## src/rtl/jtframe_dump_ctrl_if.sv

```systemverilog
// Bundle between the test harness and the dump window scheduler: sync/download
// inputs plus the frame counter, window flags and state.
interface jtframe_dump_ctrl_if #(
  parameter int unsigned FCNT_W = 32
) ();
  logic              vs;
  logic              downloading;
  logic [FCNT_W-1:0] frame_cnt;
  logic              dump_on;
  logic              dump_start;
  logic              dump_stop;
  logic [1:0]        st;

  modport master (
    output vs, downloading,
    input  frame_cnt, dump_on, dump_start, dump_stop, st
  );

  modport slave (
    input  vs, downloading,
    output frame_cnt, dump_on, dump_start, dump_stop, st
  );
endinterface

```

## src/rtl/jtframe_dump_ctrl.sv

```systemverilog
// Frame-window scheduler for waveform capture: counts vsync falls and holds dump_on
// between START_FRAME and STOP_FRAME. Define JTFRAME_DUMP_DLWAIT_EN to gate on ROM download.
module jtframe_dump_ctrl #(
  parameter int unsigned      FCNT_W      = 32,
  parameter longint unsigned  START_FRAME = 0,
  parameter longint unsigned  STOP_FRAME  = 0
) (
  input  logic                  clk,
  input  logic                  rst_n,
  jtframe_dump_ctrl_if.slave    bus
);

  typedef enum logic [1:0] {
    WAIT_DL = 2'd0,
    COUNT   = 2'd1,
    DUMPING = 2'd2,
    DONE    = 2'd3
  } state_e;

`ifdef JTFRAME_DUMP_DLWAIT_EN
  localparam state_e RST_ST = WAIT_DL;
`else
  localparam state_e RST_ST = COUNT;
`endif

  localparam logic [FCNT_W-1:0] CNT_MAX = '1;

  state_e            st_q, st_d;
  logic [FCNT_W-1:0] cnt_q, cnt_d;
  logic              vs_l_q;
  logic              dump_on_q, dump_on_d;
  logic              start_q, start_d;
  logic              stop_q, stop_d;
  logic              vs_fall;
  logic [63:0]       cnt_ext;

  assign vs_fall = vs_l_q & ~bus.vs;
  assign cnt_ext = 64'(cnt_q);

`ifdef JTFRAME_DUMP_DLWAIT_EN
  logic dl_l_q, dl_seen_q;
  logic dl_fall;

  assign dl_fall = dl_l_q & ~bus.downloading;

  always_ff @(posedge clk or negedge rst_n) begin
    if (!rst_n) begin
      dl_l_q    <= 1'b0;
      dl_seen_q <= 1'b0;
    end else begin
      dl_l_q <= bus.downloading;
      if (bus.downloading) dl_seen_q <= 1'b1;
    end
  end
`else
  logic unused_downloading;
  assign unused_downloading = bus.downloading;
`endif

  // NOTE: every variable written here gets a default first, so no path leaves it unassigned and no latch is inferred.
  always_comb begin
    st_d  = st_q;
    cnt_d = cnt_q;

    // The counter runs in every state but WAIT_DL and sticks at all-ones.
    if (vs_fall && st_q != WAIT_DL && cnt_q != CNT_MAX) cnt_d = cnt_q + FCNT_W'(1);

    case (st_q)
`ifdef JTFRAME_DUMP_DLWAIT_EN
      WAIT_DL: begin
        if (dl_fall && dl_seen_q) begin
          st_d  = COUNT;
          cnt_d = '0;
        end
      end
`endif
      COUNT: begin
        if (START_FRAME == 0 || (vs_fall && cnt_ext >= START_FRAME)) st_d = DUMPING;
      end
      DUMPING: begin
        if (STOP_FRAME != 0 && vs_fall && cnt_ext >= STOP_FRAME) st_d = DONE;
      end
      default: ;
    endcase

`ifdef JTFRAME_DUMP_DLWAIT_EN
    // A new download overrides everything and restarts the schedule.
    if (bus.downloading && st_q != WAIT_DL) begin
      st_d  = WAIT_DL;
      cnt_d = '0;
    end
`endif

    dump_on_d = (st_d == DUMPING);
    start_d   = (st_q != DUMPING) && (st_d == DUMPING);
    stop_d    = (st_q == DUMPING) && (st_d != DUMPING);
  end

  // NOTE: sequential state uses non-blocking assignments so every register samples pre-edge values.
  always_ff @(posedge clk or negedge rst_n) begin
    if (!rst_n) begin
      st_q      <= RST_ST;
      cnt_q     <= '0;
      vs_l_q    <= 1'b0;
      dump_on_q <= 1'b0;
      start_q   <= 1'b0;
      stop_q    <= 1'b0;
    end else begin
      st_q      <= st_d;
      cnt_q     <= cnt_d;
      vs_l_q    <= bus.vs;
      dump_on_q <= dump_on_d;
      start_q   <= start_d;
      stop_q    <= stop_d;
    end
  end

  assign bus.frame_cnt  = cnt_q;
  assign bus.dump_on    = dump_on_q;
  assign bus.dump_start = start_q;
  assign bus.dump_stop  = stop_q;
  assign bus.st         = st_q;

endmodule

```

## src/flat_wrapper.sv

```systemverilog
// flat-port wrapper written by rule: the top's interface ports become plain ports
module jtframe_dump_ctrl_flat 
#(
  parameter int unsigned      FCNT_W      = 32,
  parameter longint unsigned  START_FRAME = 0,
  parameter longint unsigned  STOP_FRAME  = 0
)
  (clk, rst_n, bus_vs, bus_downloading, bus_frame_cnt, bus_dump_on, bus_dump_start, bus_dump_stop, bus_st);
  jtframe_dump_ctrl_if #(.FCNT_W(FCNT_W)) bus_i ();
  input  logic clk;
  input  logic rst_n;
  input wire logic [$bits(bus_i.vs)-1:0] bus_vs;
  input wire logic [$bits(bus_i.downloading)-1:0] bus_downloading;
  output wire logic [$bits(bus_i.frame_cnt)-1:0] bus_frame_cnt;
  output wire logic [$bits(bus_i.dump_on)-1:0] bus_dump_on;
  output wire logic [$bits(bus_i.dump_start)-1:0] bus_dump_start;
  output wire logic [$bits(bus_i.dump_stop)-1:0] bus_dump_stop;
  output wire logic [$bits(bus_i.st)-1:0] bus_st;
  assign bus_i.vs = bus_vs;
  assign bus_i.downloading = bus_downloading;
  assign bus_frame_cnt = bus_i.frame_cnt;
  assign bus_dump_on = bus_i.dump_on;
  assign bus_dump_start = bus_i.dump_start;
  assign bus_dump_stop = bus_i.dump_stop;
  assign bus_st = bus_i.st;
  jtframe_dump_ctrl #(.FCNT_W(FCNT_W), .START_FRAME(START_FRAME), .STOP_FRAME(STOP_FRAME)) u_core (.clk(clk), .rst_n(rst_n), .bus(bus_i));
endmodule
```

## config.mk

```make
export PLATFORM = sky130hd
export DESIGN_NAME = jtframe_dump_ctrl_flat
export DESIGN_NICKNAME = d
export VERILOG_FILES = /design/src/rtl/jtframe_dump_ctrl_if.sv /design/src/rtl/jtframe_dump_ctrl.sv /design/src/flat_wrapper.sv
export SDC_FILE = /design/constraint.sdc
export NUM_CORES = 1
export LEC_CHECK = 0
export BUFFER_PORTS_ARGS = -buffer_cell sky130_fd_sc_hd__buf_2
export CAP_MARGIN = 20
export CORE_MARGIN = 4
export CORE_UTILIZATION = 48
export DETAILED_ROUTE_END_ITERATION = 10
export PLACE_DENSITY = 0.83
export SYNTH_ARGS = -nofsm -noshare
export SYNTH_HDL_FRONTEND = slang
export SYNTH_SLANG_ARGS = --single-unit
```

## constraint.sdc

```tcl
create_clock -name clk -period 2.2 [get_ports clk]
set_input_delay 0.33 -clock clk [delete_from_list [all_inputs] [get_ports clk]]
set_output_delay 0.33 -clock clk [all_outputs]
set_load 0.01 [all_outputs]
```

# == Word level (Yosys, flattened, before mapping) ==
# Cells that the tools add are included.
# totals
ff_bits,38
input_bits,4
word_cells,21
# op_classes
eq_ne,6
mux,1
add_sub_neg,1
n_bitwise,2
n_reduce_logical,5
# ops
cell,count
adder 32 x 1 -> 32 bit (second input constant),1
inequality test 32 bit (second input constant),1
== test 2 bit (second input constant),2
logical AND 1 bit,4
inequality test 2 bit (second input constant),2
== test 2 x 1 -> 1 bit (second input constant),1
two-way mux 2 bit,1
nonzero test 2 bit,1
bitwise AND 1 bit,1
NOT 1 bit,1

# == Longest topological paths before layout ==
# Gate-level depths: netlist (run 1).
# depth
depth_word,4
ltp_mapped,7

# == Least setup slack after synthesis (run 1) ==
# Ideal clock, no wire load.
# synth_path
path_type,reg-to-reg
startpoint,"register u_core.st_q[0], in the netlist u_core.bus.st[0]"
endpoint,"register u_core.cnt_q[30], in the netlist u_core.bus.frame_cnt[30]"
n_path_buf,0
synth_period_minus_slack_ps,2175
path_stages_with_launch,8
t_arrival_ps,2048
setup_time_ps,128
slack_ps,25
path_cell_list,dfstp_2 inv_1 ha_1 or4bb_1 nor2_1 nand4_1 nor3_1 mux2_1
# synth_via
elab_chain_len,3
# synth_rtl
element,line,source
start: declaration,jtframe_dump_ctrl.sv:28,"state_e st_q, st_d;"
start signal: assignment,jtframe_dump_ctrl.sv:109,st_q <= st_d;
nonzero test 2 bit,jtframe_dump_ctrl.sv:66,if (vs_fall && st_q != WAIT_DL && cnt_q != CNT_MAX) cnt_d = cnt_q + FCNT_W'(1);
logical AND 1 bit (2 in a row),jtframe_dump_ctrl.sv:66,
end signal: assignment,jtframe_dump_ctrl.sv:110,cnt_q <= cnt_d;
end: declaration,jtframe_dump_ctrl.sv:29,"logic [FCNT_W-1:0] cnt_q, cnt_d;"
# Every way passes these cells.
# A chain may end at the register's enable or synchronous reset.

# == Worst setup path in the final report (run 1) ==
# Ends and elaborated chain as after synthesis.

==> flow_metrics.tcl, run 1 <==
set metrics [dict create \
    irDropWorstVdd_mv 0.366 \
    slew_headroom 0.444 \
    worst-endpoint-required_ps 2380 \
    total_detailed_routing_wirelength_microns 4010 \
    worst_clock_skew_ps 5.93 \
    async_flop_share 1.00 \
    finalWorstPathRequiredPeriod_ps 2110 \
    hpwlAfterDp_microns 2950 \
    wire_per_inst_microns 14.9 \
    nFillCells 345 \
    post_synthesis_compound_gate_area_fraction 0.0377 \
    drt-vias-per-instance 5.37 \
    period_share 0.960 \
    largest_net_degree_at_the_start_of_global_routing 39 \
    chipWidth_microns 70.8 \
    netSwitchingPower_w 0.000244 \
    ranking_of_synthesized_cells_by_area "dfrtp_1, xnor2_1, ha_1" \
    synth_top_family_by_area "simple AND/OR/NAND/NOR gates" \
    finish.utilization 0.608 \
    synthToLayoutAreaGrowth_pct 20.3 \
    synth.net_count 180 \
    run_status "completed" \
    cts_htree_levels 2 \
    ys_types 33 \
    postSynthRegisterBits 38 \
    io_buffers 39 \
    syn-cell-area_sq_um 1890 \
    switching_share_of_power 0.209 \
    final_hold_viol_count 0 \
    synth-xor-area-share 0.134 \
    cts-root-buf "clkbuf_8" \
    dpl.cell_count 262 \
    first_iter_violations 121 \
    detail-route-antenna-nets 0 \
    die_area_sq_um 5010 \
    grt_setup_unrepaired "true" \
    timing.max_cap.violations 0 \
    muxShareOfSynthArea 0.0172 \
    design.portCount 41 \
    yosysWarningCount 0 \
    number_of_enable_type_register_cells_in_the_synthesized_netlist 0 \
    cellPowerDensity_nw_per_um2 511 \
    timing.critical_path.max_delay_family "simple AND/OR/NAND/NOR gates" \
    synth_area_per_cell_sq_um 11.1 \
    p_leak_nw 1.14 \
    sequentialPowerShare 0.602 \
    drc_markers 0 \
    cts_hold_repair.buffers 0 \
    finalWeightedCongestion 0.810 \
    antenna_cells_inserted 0 \
    synth_adder_area_share 0.0397 \
    track_usage 0.181 \
    detailedRoute.firstPassIterationCount 4 \
    fraction_of_layout_cells_with_a_size_suffix_above_1 0.281 \
    placementRows 22 \
    mapped_cells 170 \
    yosys.area.top_type_share 0.489 \
    timing_max_transition_violations_final 0 \
    combPwrFrac 0.014 \
    first_global_vias 1489 \
    setup_viol 0 \
    clock_latency_ps 290 \
    fmax_mhz 474 \
    tritoncts "done" \
    start_util 0.506 \
    via_count 1445 \
    die_height_microns 70.8 \
    crit_type "reg2reg" \
    p_int_w 0.000919 \
    detailedPlace.worstSlack_ps 33.9 \
    tritoncts.num_buffers 5 \
    clockBufferDepth 2 \
    worst_pin_slew_ps 835 \
    stdcell_count 269 \
    setup.worst_path.start_class "flop" \
    ys.flop_type "dfrtp_1" \
    floorplan.core_area_sq_um 3740 \
    synth-seq-area-share 0.503 \
    crit_end_category "flop" \
    critPathArrivalTime_ps 2290 \
    grt_first_pass_wirelength_microns 7200 \
    clockPowerShare 0.384 \
    clk_pin_slew_ps 70 \
    hold_class "in2async" \
    crit_path_max_fanout 3 \
    worst_slack_ps 89.0 \
    critical_path_s_slowest_cell "dfstp_2" \
    crit_chain "inv_1 > ha_4 > or4bb_1 > nor2_1 > nand4_1 > nor3_1 > mux2_1" \
    fin_nets 231 \
    yosys.area.top_type "dfrtp_1" \
    grt_antenna_before_repair 0 \
    cts.sinks 38 \
    fin_total_pwr_w 0.00116 \
    post_synth_and_or_nand_nor_area_fraction 0.254 \
    timing.critical_path.buf_inv 1 \
    gr-total-overflow 0 \
    critical_path.max_stage_delay_ps 530 \
]
## what timing repair did
action / 4_1_cts / 5_1_grt
gates resized for setup: 0 / 2
buffers inserted: 0 / 0
endpoints found under the hold margin: 0 / 0
endpoints found under the setup margin: 0 / 6
## registers in the layout (all words and copies together) (netlist names)
| name | cells |
|---|---|
| u_core.bus.dump_on | 1 |
| u_core.bus.dump_start | 1 |
| u_core.bus.dump_stop | 1 |
| u_core.bus.frame_cnt | 32 |
| u_core.bus.st | 2 |
| u_core.vs_l_q | 1 |
## worst register-to-register path, cell delays in order (launching register included)
cell     delay, ps
dfstp_2        530
inv_1           70
ha_4           170
or4bb_1        460
nor2_1          90
nand4_1        120
nor3_1         210
mux2_1         350
## through the flow
stage / instance area, sq um / setup TNS (ps) / hold slack, ps
after CTS: 2260 / 0 / 165
final: 2280 / 0 / 137
after global routing: 2280 / -79.5 / 199
after floorplan: 1890 / 0 / 34.4
after detailed placement: 2190 / 0 / 477
after global placement: 2190 / 0 / 475
## path summary, 6_finish.rpt
kind                                          start                       end  slack [ps]  depth (start not counted)
min                                           rst_n  u_core.bus.frame_cnt[28]         140                          1
max reg2reg                        u_core.bus.st[0]  u_core.bus.frame_cnt[30]          90                          7
min reg2reg                u_core.bus.frame_cnt[21]  u_core.bus.frame_cnt[21]         490                          1
max in group asynchronous                     rst_n   u_core.bus.frame_cnt[6]        1540                          1
min in group clk                             bus_vs             u_core.vs_l_q         210                          1
max                                u_core.bus.st[0]  u_core.bus.frame_cnt[30]          90                          7
## synthesized netlist by cell type (2+ instances only)
master / count
and3_1: 8
and4_1: 3
dfrtp_1: 37
ha_1: 6
inv_1: 6
mux2_1: 2
nand2_1: 19
nand3_1: 11
nand4_1: 12
nor2_1: 12
nor3_1: 4
nor4_1: 2
xnor2_1: 22
xor2_1: 7
## routing by layer
metal / wire [microns] / track usage
met5: 0 / 0
met4: 57 / 0.0626
met3: 235 / 0.0554
met2: 1960 / 0.281
met1: 1760 / 0.241
## final cells by class
type                            instances  area, sq um  share of cell area
Clock buffer                            7         76.3              0.0335
Inverter                                6         22.5             0.00989
Multi-Input combinational cell        125          926               0.407
Sequential cell                        38          952               0.418
Tap cell                               48         60.1              0.0264
Timing Repair Buffer                   45          240               0.105
## logic make-up (layout without fill, tap and decap cells)
logic type | count (synthesis) | after routing
AO/OA/AOI/OAI | 5 | 5
XOR/XNOR | 29 | 29
adder cells (fa/ha/maj) | 6 | 6
buffers and inverters | 7 | 58
flip-flops | 38 | 38
multiplexers | 3 | 3
AND/OR/NAND/NOR | 82 | 82
## power groups by stage
stage / Combinational, W / Sequential [W] / Clock (W)
after floorplan: 0.000000558 / 0.000713 / 0
after global placement: 0.0000167 / 0.000713 / 0
after detailed placement: 0.0000170 / 0.000713 / 0
after CTS: 0.0000170 / 0.000700 / 0.000457
after global routing: 0.0000196 / 0.000700 / 0.000496
final: 0.0000159 / 0.000700 / 0.000447
## placed cells by master (no fill, tap or decap), drive strengths merged, types with 5 or more instances in the layout
master and n:
and3 8, buf 45, clkbuf 7, dfrtp 37, ha 6, inv 6, nand2 20, nand3 11
nand4 14, nor2 12, nor3 5, xnor2 22, xor2 7
No activity file was read; power rests on OpenSTA's default activity.
==> run 2, diff against run 1 <==
--- a/config.mk
+++ b/config.mk
@@ -8,9 +8,9 @@
 export BUFFER_PORTS_ARGS = -buffer_cell sky130_fd_sc_hd__buf_2
 export CAP_MARGIN = 20
 export CORE_MARGIN = 4
-export CORE_UTILIZATION = 48
+export CORE_UTILIZATION = 50
 export DETAILED_ROUTE_END_ITERATION = 10
-export PLACE_DENSITY = 0.83
+export PLACE_DENSITY = 0.82
 export SYNTH_ARGS = -nofsm -noshare
 export SYNTH_HDL_FRONTEND = slang
 export SYNTH_SLANG_ARGS = --single-unit
==> constraint.sdc (replaced) <==
create_clock -name clk -period 2.4 [get_ports clk]
set_input_delay 0.36 -clock clk [delete_from_list [all_inputs] [get_ports clk]]
set_output_delay 0.36 -clock clk [all_outputs]
set_load 0.01 [all_outputs]
==> flow_metrics.tcl, run 2 (synthesis gave the netlist of run 1 again) <==
set metrics [dict create \
    run_status "completed" \
    chipWidth_microns 69.5 \
    finalWeightedCongestion 0.757 \
    cts-root-buf "clkbuf_8" \
    hpwlAfterDp_microns 2850 \
    critical_path.max_stage_delay_ps 560 \
    drc_markers 0 \
    slew_headroom 0.455 \
    first_global_vias 1446 \
    period_share 0.946 \
    detailedPlace.worstSlack_ps 74.9 \
    layout_commonest_cell "buf_2" \
    timing.critical_path.max_delay_family "simple AND/OR/NAND/NOR gates" \
    mostFrequentLayoutCells "buf_2, dfrtp_1, xnor2_1" \
    first_iter_violations 66 \
    largest_net_degree_at_the_start_of_global_routing 39 \
    dpl_cell_area_sq_um 2170 \
    setup_viol 0 \
    via_count 1419 \
    multi_input_area_sq_um 918 \
    crit_path_max_fanout 4 \
    detailedRoute.firstPassIterationCount 4 \
    worst_pin_slew_ps 817 \
    hold_class "in2async" \
    timing.max_cap.violations 0 \
    total_detailed_routing_wirelength_microns 3770 \
    worst_clock_skew_ps 6.88 \
    largest_register_ffs 32 \
    p_leak_nw 1.13 \
    rr_worst_depth 7 \
    nFillCells 310 \
    die_height_microns 69.5 \
    irDropWorstVdd_mv 0.275 \
    tritoncts.num_buffers 5 \
    timing.critical_path.buf_inv 1 \
    timing_max_transition_violations_final 0 \
    worst-endpoint-required_ps 2580 \
    die_area_sq_um 4830 \
    setup.worst_path.start_class "flop" \
    grt_antenna_before_repair 0 \
    worst_slack_ps 129 \
    cts_hold_repair.buffers 0 \
    postLayoutCellArea_sq_um 2260 \
    finalWorstPathRequiredPeriod_ps 2270 \
    crit_end_category "flop" \
    placementRows 22 \
    wire_per_inst_microns 14.1 \
    tritoncts "done" \
    crit_chain "inv_1 > ha_1 > or4bb_1 > nor2_1 > nand4_1 > nor3_2 > mux2_1" \
    design.portCount 41 \
    fmax_mhz 440 \
    end_of_the_worst_register_to_register_path "u_core.bus.frame_cnt[30]" \
    r2r_start "u_core.bus.st[0]" \
    clock_latency_ps 290 \
    cp-startpoint "u_core.bus.st[0]" \
    track_usage 0.169 \
    cellPowerDensity_nw_per_um2 491 \
    fraction_of_layout_cells_with_a_size_suffix_above_1 0.274 \
    gr-total-overflow 0 \
    crit_type "reg2reg" \
    grt_first_pass_wirelength_microns 6620 \
    io_buffers 39 \
    drt-vias-per-instance 5.31 \
    fin_total_pwr_w 0.00111 \
    antenna_cells_inserted 0 \
    start_util 0.517 \
    cts.sinks 38 \
    critPathArrivalTime_ps 2450 \
    floorplan.core_area_sq_um 3660 \
    detail-route-antenna-nets 0 \
    regArea_sq_um 952 \
    cts_htree_levels 2 \
    critical_path_s_slowest_cell "dfstp_2" \
    final_hold_viol_count 0 \
    grt_setup_unrepaired "true" \
    clockBufferDepth 2 \
    clk_pin_slew_ps 70 \
    cts_post_setup_buffers_inserted 0 \
    fin_nets 228 \
    synthToLayoutAreaGrowth_pct 19.4 \
    worst-r2r-setup-slack_ps 130 \
    cts-resized-gates 0 \
]
run 2: changes by cell type in the layout (fill, tap and decap cells not counted):
cell,change
ha_4,-1
nor3_1,-1
nor3_2,+1
buf_4,-3
clkbuf_8,+1
ha_1,+1
run 2: worst max-delay path by stage:
| stage | to | slack [ps] | cells after the start |
|---|---|---|---|
| 6_report | u_core.bus.frame_cnt[30] | 130 | 7 |
| 5_1_grt | u_core.bus.frame_cnt[30] | -40 | 7 |
| 4_1_cts | u_core.bus.frame_cnt[30] | 80 | 7 |
| 3_5_place_dp | u_core.bus.frame_cnt[30] | 70 | 7 |
| 3_3_place_gp | u_core.bus.frame_cnt[30] | 140 | 7 |
| 2_1_floorplan | u_core.bus.frame_cnt[30] | 220 | 7 |
run 2: routing by layer:
layer  track usage  routed length, microns  vias up
li1              -                       -      691
met1         0.220                    1680      690
met2         0.266                    1830       31
met3        0.0493                     202        7
met4        0.0629                      56        0
met5             0                       0        -
run 2: layout make-up:
cell class	instances	share of cell area
Clock buffer	8	0.0398
Inverter	6	0.00996
Multi-Input combinational cell	125	0.406
Sequential cell	38	0.421
Tap cell	48	0.0266
Timing Repair Buffer	42	0.0963
run 2: worst register-to-register path: stages, from the launching register on:
cell     delay [ps]
dfstp_2         560
inv_1            80
ha_1            240
or4bb_1         480
nor2_1          100
nand4_1         190
nor3_2          180
mux2_1          340
run 2: stage by stage:
stage           util  TNS, ps  cells  hold slack [ps]
2_1_floorplan      -        0    170             64.4
3_3_place_gp   0.592        0    259              474
3_5_place_dp   0.592        0    259              482
4_1_cts        0.616        0    267              191
5_1_grt        0.618    -83.1    267              228
6_report       0.618        0    267              155
run 2: report_power, final:
group	internal [W]	switching [W]
Clock	0.000234	0.000220
Sequential	0.000641	0.000000479
Combinational	0.00000168	0.0000125
==> run 3, diff against run 2 <==
--- a/config.mk
+++ b/config.mk
@@ -7,6 +7,7 @@
 export LEC_CHECK = 0
 export BUFFER_PORTS_ARGS = -buffer_cell sky130_fd_sc_hd__buf_2
 export CAP_MARGIN = 20
+export CORE_ASPECT_RATIO = 0.6
 export CORE_MARGIN = 4
 export CORE_UTILIZATION = 50
 export DETAILED_ROUTE_END_ITERATION = 10
==> flow_metrics.tcl, run 3 (synthesis gave the netlist of run 1 again) <==
set metrics [dict create \
    largest_register_ffs 32 \
    p_leak_nw 1.14 \
    layout_commonest_cell "buf_2" \
    track_usage 0.178 \
    tritoncts "done" \
    antenna_cells_inserted 0 \
    finalWorstPathRequiredPeriod_ps 2290 \
    cts_htree_levels 2 \
    worst_pin_slew_ps 841 \
    worst_clock_skew_ps 8.50 \
    die_area_sq_um 4870 \
    drc_markers 0 \
    fmax_mhz 436 \
    dpl.cell_count 256 \
    tritoncts.num_buffers 5 \
    critPathArrivalTime_ps 2470 \
    grt_first_pass_wirelength_microns 6780 \
    via_count 1434 \
    clock_latency_ps 300 \
    rr_worst_depth 7 \
    crit_type "reg2reg" \
    io_buffers 39 \
    start_util 0.550 \
    slew_headroom 0.439 \
    stdcell_count 265 \
    total_detailed_routing_wirelength_microns 4040 \
    drt-vias-per-instance 5.41 \
    clockBufferDepth 2 \
    design.portCount 41 \
    mostFrequentLayoutCells "buf_2, dfrtp_1, xnor2_1" \
    crit_path_max_fanout 3 \
    setup.worst_path.start_class "flop" \
    period_share 0.955 \
    first_iter_violations 78 \
    end_of_the_worst_register_to_register_path "u_core.bus.frame_cnt[30]" \
    finalWeightedCongestion 0.805 \
    irDropWorstVdd_mv 0.389 \
    fraction_of_layout_cells_with_a_size_suffix_above_1 0.291 \
    floorplan.core_area_sq_um 3440 \
    cts.sinks 38 \
    first_global_vias 1347 \
    placementRows 16 \
    detailedRoute.firstPassIterationCount 4 \
    chipWidth_microns 87.4 \
    fin_nets 229 \
    grt_antenna_before_repair 0 \
    run_status "completed" \
    worst-endpoint-required_ps 2580 \
    clk_pin_slew_ps 80 \
    hpwlAfterDp_microns 2970 \
    final_hold_viol_count 0 \
    critical_path.max_stage_delay_ps 550 \
    largest_net_degree_at_the_start_of_global_routing 39 \
    grt_setup_unrepaired "false" \
    crit_end_category "flop" \
    cts-root-buf "clkbuf_8" \
    detail-route-antenna-nets 0 \
    synthToLayoutAreaGrowth_pct 20.0 \
    setup_viol 0 \
    crit_chain "inv_1 > ha_2 > or4bb_1 > nor2_2 > nand4_1 > nor3_2 > mux2_1" \
    timing_max_transition_violations_final 0 \
    cts_hold_repair.buffers 0 \
    critical_path_s_slowest_cell "dfstp_2" \
    gr-total-overflow 0 \
    setup_total_negative_slack_ps 0 \
    wire_per_inst_microns 15.3 \
    die_height_microns 55.7 \
    r2r_start "u_core.bus.st[0]" \
    timing.max_cap.violations 0 \
    worst-r2r-setup-slack_ps 110 \
    cellPowerDensity_nw_per_um2 492 \
    hold_class "in2async" \
]
==> run 3: cell types whose count changed in the layout (fill, tap and decap cells not counted), sizes merged <==
cell    change
clkbuf      -1
buf         +1
clkinv      +1
==> run 3: timing repair <==
item / 4_1_cts / 5_1_grt
buffers inserted: 0 / 1
setup endpoints to repair: 0 / 1
gates resized for setup: 0 / 3
==> run 3: critical path: cells and delay by family, from the launching register on <==
family,cells,cell delay (ps)
simple gates,4,1010
flops,1,550
mux,1,330
fa+ha+maj,1,210
buf+inv,1,80
==> run 3: area by class of cell <==
cell class / count / area (sq um)
clock inverter: 1 / 5.00
multi-input combinational: 125 / 923
inverter: 6 / 22.5
timing repair buffer: 43 / 225
clock buffer: 7 / 86.3
tap: 45 / 56.3
fill: 296 / 1170
sequential: 38 / 952
==> run 3: power by group <==
| group | leakage [nW] | internal (W) | switching (W) |
|---|---|---|---|
| clock | 0.0482 | 0.000232 | 0.000229 |
| combinational | 0.574 | 0.00000168 | 0.0000131 |
| sequential | 0.515 | 0.000641 | 0.000000794 |
==> run 3: worst max path at each step <==
stage	from	to	slack [ps]	cells past startpoint
after floorplan	u_core.bus.st[0]	u_core.bus.frame_cnt[30]	220	7
after global placement	u_core.bus.st[0]	u_core.bus.frame_cnt[30]	160	7
after detailed placement	u_core.bus.st[0]	u_core.bus.frame_cnt[30]	100	7
after CTS	u_core.bus.st[0]	u_core.bus.frame_cnt[30]	90	7
after global routing	u_core.bus.st[0]	u_core.bus.frame_cnt[30]	2	7
final	u_core.bus.st[0]	u_core.bus.frame_cnt[30]	110	7
==> run 3: per-stage QoR <==
stage,instance area (sq um),hold slack [ps],total power [W],setup WS (ps),util
floorplan,1890,64.4,0.000654,225,-
global placement,2160,478,0.000669,158,0.628
detailed placement,2160,486,0.000670,101,0.628
CTS,2250,187,0.00112,86.1,0.654
global route,2270,227,0.00116,2.08,0.660
finish,2270,161,0.00112,107,0.660
==> run 3: routing by layer <==
| metal | vias to the layer above | routed length, microns | part of all wire | global-route usage |
|---|---|---|---|---|
| met5 | - | 0 | 0 | 0 |
| li1 | 696 | - | - | - |
| met4 | 0 | 55 | 0.014 | 0.0503 |
| met2 | 40 | 1630 | 0.40 | 0.222 |
| met1 | 689 | 2070 | 0.51 | 0.283 |
| met3 | 9 | 282 | 0.070 | 0.0577 |
